`config.mk`:
```
export PLATFORM = sky130hd
export DESIGN_NAME = instr_fetch_unit_flat
export DESIGN_NICKNAME = d
export VERILOG_FILES = /design/src/rtl/fetch_pkg.sv /design/src/rtl/instr_fetch_unit_if.sv /design/src/rtl/fetch_timeout_ctr.sv /design/src/rtl/instr_fetch_unit.sv /design/src/flat_wrapper.sv
export SDC_FILE = /design/constraint.sdc
export NUM_CORES = 1
export LEC_CHECK = 0
export ABC_AREA = 1
export ABC_CLOCK_PERIOD_IN_PS = 3700
export BUFFER_PORTS_ARGS = -buffer_cell sky130_fd_sc_hd__buf_4
export CAP_MARGIN = 5
export CORE_MARGIN = 2
export CORE_UTILIZATION = 50
export DETAILED_ROUTE_END_ITERATION = 7
export MAX_ROUTING_LAYER = met4
export PLACE_DENSITY = 0.85
export SYNTH_ARGS = -nofsm -noshare
export SYNTH_HDL_FRONTEND = slang
export SYNTH_SLANG_ARGS = --single-unit
export TNS_END_PERCENT = 1
```
`constraint.sdc`:
```
create_clock -name clk -period 3.7 [get_ports clk]
set_clock_uncertainty 0.2 [all_clocks]
set_input_delay 0.74 -clock clk [delete_from_list [all_inputs] [get_ports clk]]
set_output_delay 0.74 -clock clk [all_outputs]
set_load 0.005 [all_outputs]
```
`src/rtl/fetch_pkg.sv`:
```
// Shared definitions for the instruction fetch unit.
//   fetch_state_e    : fetch FSM state encoding (2-bit)
//   NOP_INSTR        : instruction presented before the first fetch (addi x0, x0, 0)
//   DEFAULT_RESET_PC : default PC loaded on reset
//   align_word()     : clears the two LSBs of an address
package fetch_pkg;

    typedef enum logic [1:0] {
        StIdle = 2'd0,
        StReq  = 2'd1,
        StWait = 2'd2,
        StHold = 2'd3
    } fetch_state_e;

    localparam logic [31:0] NOP_INSTR        = 32'h0000_0013;
    localparam logic [31:0] DEFAULT_RESET_PC = 32'h0000_0000;

    function automatic logic [31:0] align_word(input logic [31:0] addr);
        return {addr[31:2], 2'b00};
    endfunction

endpackage

```
`src/rtl/instr_fetch_unit_if.sv`:
```
// Bundle of the fetch unit's core-side and memory-side signals.
//   Core side   : pc_src, pc_target, instr_ready (to fetch);
//                 instr, instr_valid, pc, pc_plus4 (from fetch)
//   Memory side : imem_rvalid, imem_rdata (to fetch); imem_req, imem_addr (from fetch)
// modport master : the fetch unit itself
// modport slave  : everything around it (core + instruction memory)
interface instr_fetch_unit_if;

    logic        pc_src;
    logic [31:0] pc_target;
    logic        instr_ready;
    logic        imem_rvalid;
    logic [31:0] imem_rdata;
    logic        imem_req;
    logic [31:0] imem_addr;
    logic [31:0] instr;
    logic        instr_valid;
    logic [31:0] pc;
    logic [31:0] pc_plus4;

    modport master (
        input  pc_src,
        input  pc_target,
        input  instr_ready,
        input  imem_rvalid,
        input  imem_rdata,
        output imem_req,
        output imem_addr,
        output instr,
        output instr_valid,
        output pc,
        output pc_plus4
    );

    modport slave (
        output pc_src,
        output pc_target,
        output instr_ready,
        output imem_rvalid,
        output imem_rdata,
        input  imem_req,
        input  imem_addr,
        input  instr,
        input  instr_valid,
        input  pc,
        input  pc_plus4
    );

endinterface

```
`src/rtl/fetch_timeout_ctr.sv`:
```
// Wait-cycle counter for the fetch unit's memory timeout.
//   clk      : clock, rising edge
//   rst_n    : asynchronous active-low reset
//   i_clear  : synchronous clear to zero (has priority)
//   i_enable : count one cycle
//   o_expire : count has reached MAX_COUNT-1
// The count returns to zero on the cycle it expires so it never wraps through
// a stale value if the enable is left high.
module fetch_timeout_ctr #(
    parameter int unsigned MAX_COUNT = 16
) (
    input  logic clk,
    input  logic rst_n,
    input  logic i_clear,
    input  logic i_enable,
    output logic o_expire
);

    localparam int unsigned   CW   = (MAX_COUNT > 2) ? $clog2(MAX_COUNT) : 1;
    localparam logic [CW-1:0] LAST = CW'(MAX_COUNT - 1);

    logic [CW-1:0] r_count;
    logic [CW-1:0] w_count_next;

    assign o_expire = (r_count == LAST);

    always_comb begin
        w_count_next = r_count;
        if (i_clear || (i_enable && o_expire)) begin
            w_count_next = '0;
        end else if (i_enable) begin
            w_count_next = r_count + CW'(1);
        end
    end

    always_ff @(posedge clk or negedge rst_n) begin
        if (!rst_n) begin
            r_count <= '0;
        end else begin
            r_count <= w_count_next;
        end
    end

endmodule

```
`src/rtl/instr_fetch_unit.sv`:
```
// Instruction fetch unit: holds the PC, fetches one instruction per handshake
// from a variable-latency instruction memory and presents it to the core.
//   clk            : clock, rising edge
//   rst_n          : asynchronous active-low reset
//   bus            : instr_fetch_unit_if.master
//                    in : pc_src, pc_target, instr_ready, imem_rvalid, imem_rdata
//                    out: imem_req, imem_addr, instr, instr_valid, pc, pc_plus4
//   o_misalign_err : sticky, a taken redirect had pc_target[1:0] != 0
//   o_fetch_err    : sticky, at least one memory timeout occurred
// Sequence per instruction: REQ (one-cycle req pulse) -> WAIT (until rvalid or
// timeout) -> HOLD (until instr_ready) -> REQ. Errors never stall fetching.
module instr_fetch_unit
    import fetch_pkg::*;
#(
    parameter logic [31:0] RESET_PC       = DEFAULT_RESET_PC,
    parameter int unsigned TIMEOUT_CYCLES = 16
) (
    input  logic                clk,
    input  logic                rst_n,
    instr_fetch_unit_if.master  bus,
    output logic                o_misalign_err,
    output logic                o_fetch_err
);

    fetch_state_e r_state;
    fetch_state_e w_state_next;

    logic [31:0] r_pc;
    logic [31:0] r_instr;
    logic        r_instr_valid;
    logic        r_misalign_err;
    logic        r_fetch_err;

    logic        w_capture;
    logic        w_timeout;
    logic        w_handshake;
    logic        w_misaligned;
    logic        w_expire;
    logic [31:0] w_pc_plus4;
    logic [31:0] w_pc_next;

    // Timeout counter runs only while waiting; leaving WAIT (or never
    // entering it) keeps it at zero so each request gets a full window.
    fetch_timeout_ctr #(
        .MAX_COUNT (TIMEOUT_CYCLES)
    ) u_timeout_ctr (
        .clk      (clk),
        .rst_n    (rst_n),
        .i_clear  (r_state != StWait),
        .i_enable (r_state == StWait),
        .o_expire (w_expire)
    );

    // Next-PC mux and adder. The adder wraps modulo 2^32 by construction.
    assign w_pc_plus4 = r_pc + 32'd4;
    assign w_pc_next  = bus.pc_src ? align_word(bus.pc_target) : w_pc_plus4;

    // pc_src/pc_target only matter on the accepting edge.
    assign w_misaligned = w_handshake && bus.pc_src && (bus.pc_target[1:0] != 2'b00);

    // FSM next-state and per-cycle strobes.
    always_comb begin
        w_state_next = r_state;
        w_capture    = 1'b0;
        w_timeout    = 1'b0;
        w_handshake  = 1'b0;
        unique case (r_state)
            StIdle: begin
                w_state_next = StReq;
            end
            StReq: begin
                w_state_next = StWait;
            end
            StWait: begin
                // rvalid wins over an expiring count on the same cycle.
                if (bus.imem_rvalid) begin
                    w_capture    = 1'b1;
                    w_state_next = StHold;
                end else if (w_expire) begin
                    w_timeout    = 1'b1;
                    w_state_next = StReq;
                end
            end
            StHold: begin
                if (bus.instr_ready) begin
                    w_handshake  = 1'b1;
                    w_state_next = StReq;
                end
            end
            default: begin
                w_state_next = StIdle;
            end
        endcase
    end

    always_ff @(posedge clk or negedge rst_n) begin
        if (!rst_n) begin
            r_state <= StIdle;
        end else begin
            r_state <= w_state_next;
        end
    end

    // Datapath registers. Capture and handshake are mutually exclusive since
    // they come from different states. A timeout retries the same PC.
    always_ff @(posedge clk or negedge rst_n) begin
        if (!rst_n) begin
            r_pc           <= RESET_PC;
            r_instr        <= NOP_INSTR;
            r_instr_valid  <= 1'b0;
            r_misalign_err <= 1'b0;
            r_fetch_err    <= 1'b0;
        end else begin
            if (w_capture) begin
                r_instr       <= bus.imem_rdata;
                r_instr_valid <= 1'b1;
            end
            if (w_handshake) begin
                r_pc          <= w_pc_next;
                r_instr_valid <= 1'b0;
            end
            if (w_timeout) begin
                r_fetch_err <= 1'b1;
            end
            if (w_misaligned) begin
                r_misalign_err <= 1'b1;
            end
        end
    end

    assign bus.imem_req    = (r_state == StReq);
    assign bus.imem_addr   = r_pc;
    assign bus.instr       = r_instr;
    assign bus.instr_valid = r_instr_valid;
    assign bus.pc          = r_pc;
    assign bus.pc_plus4    = w_pc_plus4;

    assign o_misalign_err  = r_misalign_err;
    assign o_fetch_err     = r_fetch_err;

endmodule
```
`src/flat_wrapper.sv`:
```
// flat-port wrapper written by rule: the top's interface ports become plain ports
module instr_fetch_unit_flat import fetch_pkg::*;
#(
    parameter logic [31:0] RESET_PC       = DEFAULT_RESET_PC,
    parameter int unsigned TIMEOUT_CYCLES = 16
)
  (clk, rst_n, o_misalign_err, o_fetch_err, bus_pc_src, bus_pc_target, bus_instr_ready, bus_imem_rvalid, bus_imem_rdata, bus_imem_req, bus_imem_addr, bus_instr, bus_instr_valid, bus_pc, bus_pc_plus4);
  instr_fetch_unit_if bus_i ();
  input  logic clk;
  input  logic rst_n;
  output logic o_misalign_err;
  output logic o_fetch_err;
  input wire logic [$bits(bus_i.pc_src)-1:0] bus_pc_src;
  input wire logic [$bits(bus_i.pc_target)-1:0] bus_pc_target;
  input wire logic [$bits(bus_i.instr_ready)-1:0] bus_instr_ready;
  input wire logic [$bits(bus_i.imem_rvalid)-1:0] bus_imem_rvalid;
  input wire logic [$bits(bus_i.imem_rdata)-1:0] bus_imem_rdata;
  output wire logic [$bits(bus_i.imem_req)-1:0] bus_imem_req;
  output wire logic [$bits(bus_i.imem_addr)-1:0] bus_imem_addr;
  output wire logic [$bits(bus_i.instr)-1:0] bus_instr;
  output wire logic [$bits(bus_i.instr_valid)-1:0] bus_instr_valid;
  output wire logic [$bits(bus_i.pc)-1:0] bus_pc;
  output wire logic [$bits(bus_i.pc_plus4)-1:0] bus_pc_plus4;
  assign bus_i.pc_src = bus_pc_src;
  assign bus_i.pc_target = bus_pc_target;
  assign bus_i.instr_ready = bus_instr_ready;
  assign bus_i.imem_rvalid = bus_imem_rvalid;
  assign bus_i.imem_rdata = bus_imem_rdata;
  assign bus_imem_req = bus_i.imem_req;
  assign bus_imem_addr = bus_i.imem_addr;
  assign bus_instr = bus_i.instr;
  assign bus_instr_valid = bus_i.instr_valid;
  assign bus_pc = bus_i.pc;
  assign bus_pc_plus4 = bus_i.pc_plus4;
  instr_fetch_unit #(.RESET_PC(RESET_PC), .TIMEOUT_CYCLES(TIMEOUT_CYCLES)) u_core (.clk(clk), .rst_n(rst_n), .bus(bus_i), .o_misalign_err(o_misalign_err), .o_fetch_err(o_fetch_err));
endmodule
```
# Yosys cells after proc, flatten, opt, wreduce, memory -nomap -nowiden
# Cells that the tools add are included.
# Widths: inputs -> output; s select.
# classes
n_reduce_logical	9
muxes	16
eq_ne	7
add_sub_neg	2
# op_table
operator	n
$add 32x3->32 const B	1
$mux 32	1
$mux 1	9
$mux 4	2
$pmux 2 s4	1
$mux 2	3
$reduce_bool 2->1	3
$add 4x1->4 const B	1
$eq 2x2->1 const B	2
$eq 4x4->1 const B	1
$ne 2x2->1 const B	2
$logic_and 1x1->1	3
$ne 3x2->1 const B	1
$eq 2x1->1 const B	1
$logic_not 2->1	1
$reduce_and 2->1	1
$logic_or 1x1->1	1
# word_totals
reg_bits	73

# Logic depth before layout (Yosys ltp)
# depth
ltp_word	4
ltp_mapped	10
ltp_nobuf	10

# By module
# From an unflattened synthesis, not the netlist that was laid out.
# unflattened
cells_unflattened	541
hier_area_um2	4181.5
# by_module_without_submodules
mod	n_inst	seq_area_each_um2	cells_per_inst	area_per_inst_um2
instr_fetch_unit	1	1680.4	507	3942.5
fetch_timeout_ctr	1	100.1	34	239.0

# Least setup slack after synthesis
# No wires, ideal clock.
# synth_timing
path_kind	register to output
start	register u_core.r_pc[2], in the netlist u_core.bus.imem_addr[2]
end	output bus_pc_plus4[26]
path_stages_with_launch	8
n_path_buf	0
slack_ns	1.414
arrival_time_ns	1.346
cell_sequence	dfrtp_1 > ha_1 > nand2_1 > nor2_2 > nand2_4 > nor2_8 > nand3_1 > and2_1
# synth_via
elab_chain_len	1
# synth_lines
element	line_no	text
start, declared	instr_fetch_unit.sv:28	logic [31:0] r_pc;
start signal, assigned	instr_fetch_unit.sv:119	r_pc <= w_pc_next;
$add 32x3->32	instr_fetch_unit.sv:55	assign w_pc_plus4 = r_pc + 32'd4;
end, declared	flat_wrapper.sv:23	output wire logic [$bits(bus_i.pc_plus4)-1:0] bus_pc_plus4;
# No other way between the ends.

# Worst setup path after layout
# Ends and elaborated chain as after synthesis.

==> flow_summary.ini <==
[layout]
final_util_pct = 69.3
drive_gt1_share_pct = 36.7
areaGrowthSynthToFinish_pct = 35.6
final_nets = 759
antenna_cells = 0
design_area_um2 = 5640

[cts]
clkTransAtPathRegs_ns = 0.08
cts_resized = 0
clock-sinks = 71
cts_buffers = 9
cts-hold-fix-buffers = 0
clock_path_buffers = 2
post_cts_buffers = 0
cts_tree = built
htreeDepth = 3
root_buffer = clkbuf_8
clk_latency_ns = 0.35

[synthesis]
synth_edf_count = 0
syn_inst = 522
synth_top_family_by_area = simple AND/OR/NAND/NOR gates
yosysMostFrequentCell = nand2_1
synth_top_cell_by_area = dfrtp_1
yosysSeqAreaShare_pct = 42.8
synthFlopType = dfrtp_1
yosys_warnings = 0
synth-simple-area-share_pct = 32.5
synth_area_leaders = dfrtp_1 (41%), nand2_1 (20%), buf_4 (6.5%), a22oi_1 (4.9%), inv_1 (2.9%)
ys_ff_latch = 71
synth_compound_area_share_pct = 7.14
synth_cell_types = 30
syn_area_um2 = 4160
synth_xor_area_share_pct = 4.64
synth_common_cells = nand2_1 (219), dfrtp_1 (68), buf_4 (36)
synthMuxAreaShare_pct = 0
yosys.area.top_type_share_pct = 41.0
async_flop_share_pct = 100
syn_area_per_cell_um2 = 7.96
synthAdderAreaFrac_pct = 1.81

[outcome]
status = finished, final reports clean

[die]
die_area_um2 = 9060
coreArea_um2 = 8130
ioPinCount = 201
initial_core_util_pct = 51.1
die-width_um = 95.2
row_count = 33
die_h_um = 95.2

[place]
dp_hpwl_mm = 8.51
portBuffers = 194
place_area_um2 = 5450
place_ws_ns = 0.816
place_congestion = 0.955

[drt]
wl_per_cell_um = 14.4
drcViolationCount = 0
routed_wl_mm = 11.4
drtAntennaViolNets = 0
viasPerCell = 4.99
first_pass_iters = 5
drtIter0Drc = 144
vias = 3959

[worst_setup_path]
worst_ep_arrival_time_ns = 2.08
startpoint_type = flip-flop
cpPeakStageDelay_ns = 0.50
critPathMaxFanout = 6
path_class = reg2out
path_buf_inv = 1
worstPathRequired_ns = 2.76
critPathTopFamily = simple AND/OR/NAND/NOR gates
cpMaxStageDelayCell = dfrtp_1
cp_cell_sequence = ha_1 > nand2_1 > nor2_2 > nand2_4 > nor2_8 > nand3_1 > and2_1 > buf_4
end_kind = primary output

[worst_hold_path]
worstHoldPathType = reg2reg

[global_routing]
grt_antenna_before_repair = 0
grt_use_total_pct = 26.3
grt_pass1_vias = 3760
grt_max_degree = 72
grt_pass1_wl_mm = 17.8
grt_overflow_total = 0

[pwr]
clock_power_share_pct = 14.4
switching_share_pct = 39.4
powerDensity_nw_per_um2 = 737
p_leak_uw = 0.00314
power.switching_uw = 1640
p_seq_share_pct = 38.1
p_int_uw = 2520
p_comb_share_pct = 47.5
ir_drop_v = 0.000392

[sta]
setup_viol = 0
timing.final.ws_setup_ns = 0.684
slew_violations = 0
period_share_pct = 81.5
holdWs_ns = 0.269
fin_setup_tns_ns = 0
hold_viol = 0
relSlewSlack_pct = 29.6
max_freq_mhz = 332
tightest_slew_ns = 1.05
rsz0062_at_grt = no
fin_crit_ns = 3.02

[run]
maxCapViolations = 0
[layer usage]
layer / global-route usage (%) / wire [um] / vias up
met3: 8.06 / 1140 / 24
li1: - / - / 1910
met2: 42.8 / 5600 / 202
met4: 11.4 / 325 / 0
met5: - / 0 / -
met1: 29.9 / 4350 / 1823
[layout make-up]
type                       instances  area [um2]
tap                              105         131
clock inverter                     7        61.3
timing repair buffer             196        1470
clock buffer                       9         124
fill                             635        2500
sequential                        71        1780
inverter                          35         131
multi-input combinational        371        1940
[path summary, 6_finish.rpt]
check	start	cells past startpoint	endpoint	slack, ns
setup / recovery	u_core.bus.imem_addr[2]	8	bus_pc_plus4[26]	0.68
setup reg to reg	u_core.r_state[0]	7	u_core.r_state[1]	0.94
min in group asynchronous	rst_n	1	u_core.bus.imem_addr[24]	0.28
max in group asynchronous	rst_n	1	u_core.bus.imem_addr[4]	2.39
hold / removal	u_core.u_timeout_ctr.r_count[0]	1	u_core.u_timeout_ctr.r_count[0]	0.27
hold reg to reg	u_core.u_timeout_ctr.r_count[0]	1	u_core.u_timeout_ctr.r_count[0]	0.27
[cells in the final DEF (no fill, tap or decap), types with 5 or more instances in the layout]
master and n:
nand2_1 219, buf_4 196, dfrtp_1 68, inv_1 32, nor2_1 29, a22oi_1 27, nand3_1 12, nand2_2 11
o21ai_0 10, clkbuf_8 9, xor2_2 7, xor2_1 7, nor2_4 6, nand3b_1 6, ha_1 6, conb_1 6
nor2_2 5
[state kept, by name, indices dropped and copies added (netlist names)]
name                          cells
u_core.bus.imem_addr             30
u_core.bus.instr                 32
u_core.bus.instr_valid            1
u_core.o_fetch_err                1
u_core.o_misalign_err             1
u_core.r_state                    2
u_core.u_timeout_ctr.r_count      4
[stage by stage]
stage                     power (uW)  cells
after CTS                       4180    794
after global routing            4490    794
after detailed placement        3570    778
after global placement          3510    778
final                           4150    794
after floorplan                 2480    527
[logic make-up (layout without fill, tap and decap cells)]
logic type / Yosys count / count (layout)
xor gates and xnor gates: 16 / 16
AOI/OAI and AO/OA: 43 / 43
DFF: 71 / 71
adders and majority gates: 6 / 6
and+or+nand+nor: 300 / 300
other: 1 / 6
buffers and inverters: 85 / 247
[power groups by stage]
stage | clock [uW] | sequential [uW] | combinational (uW)
floorplan | 0 | 1510 | 972
global placement | 0 | 1570 | 1940
detailed placement | 0 | 1580 | 1990
CTS | 614 | 1580 | 1990
global route | 646 | 1640 | 2210
finish | 598 | 1580 | 1970
Note: power is estimated with default switching activity, not from simulation.
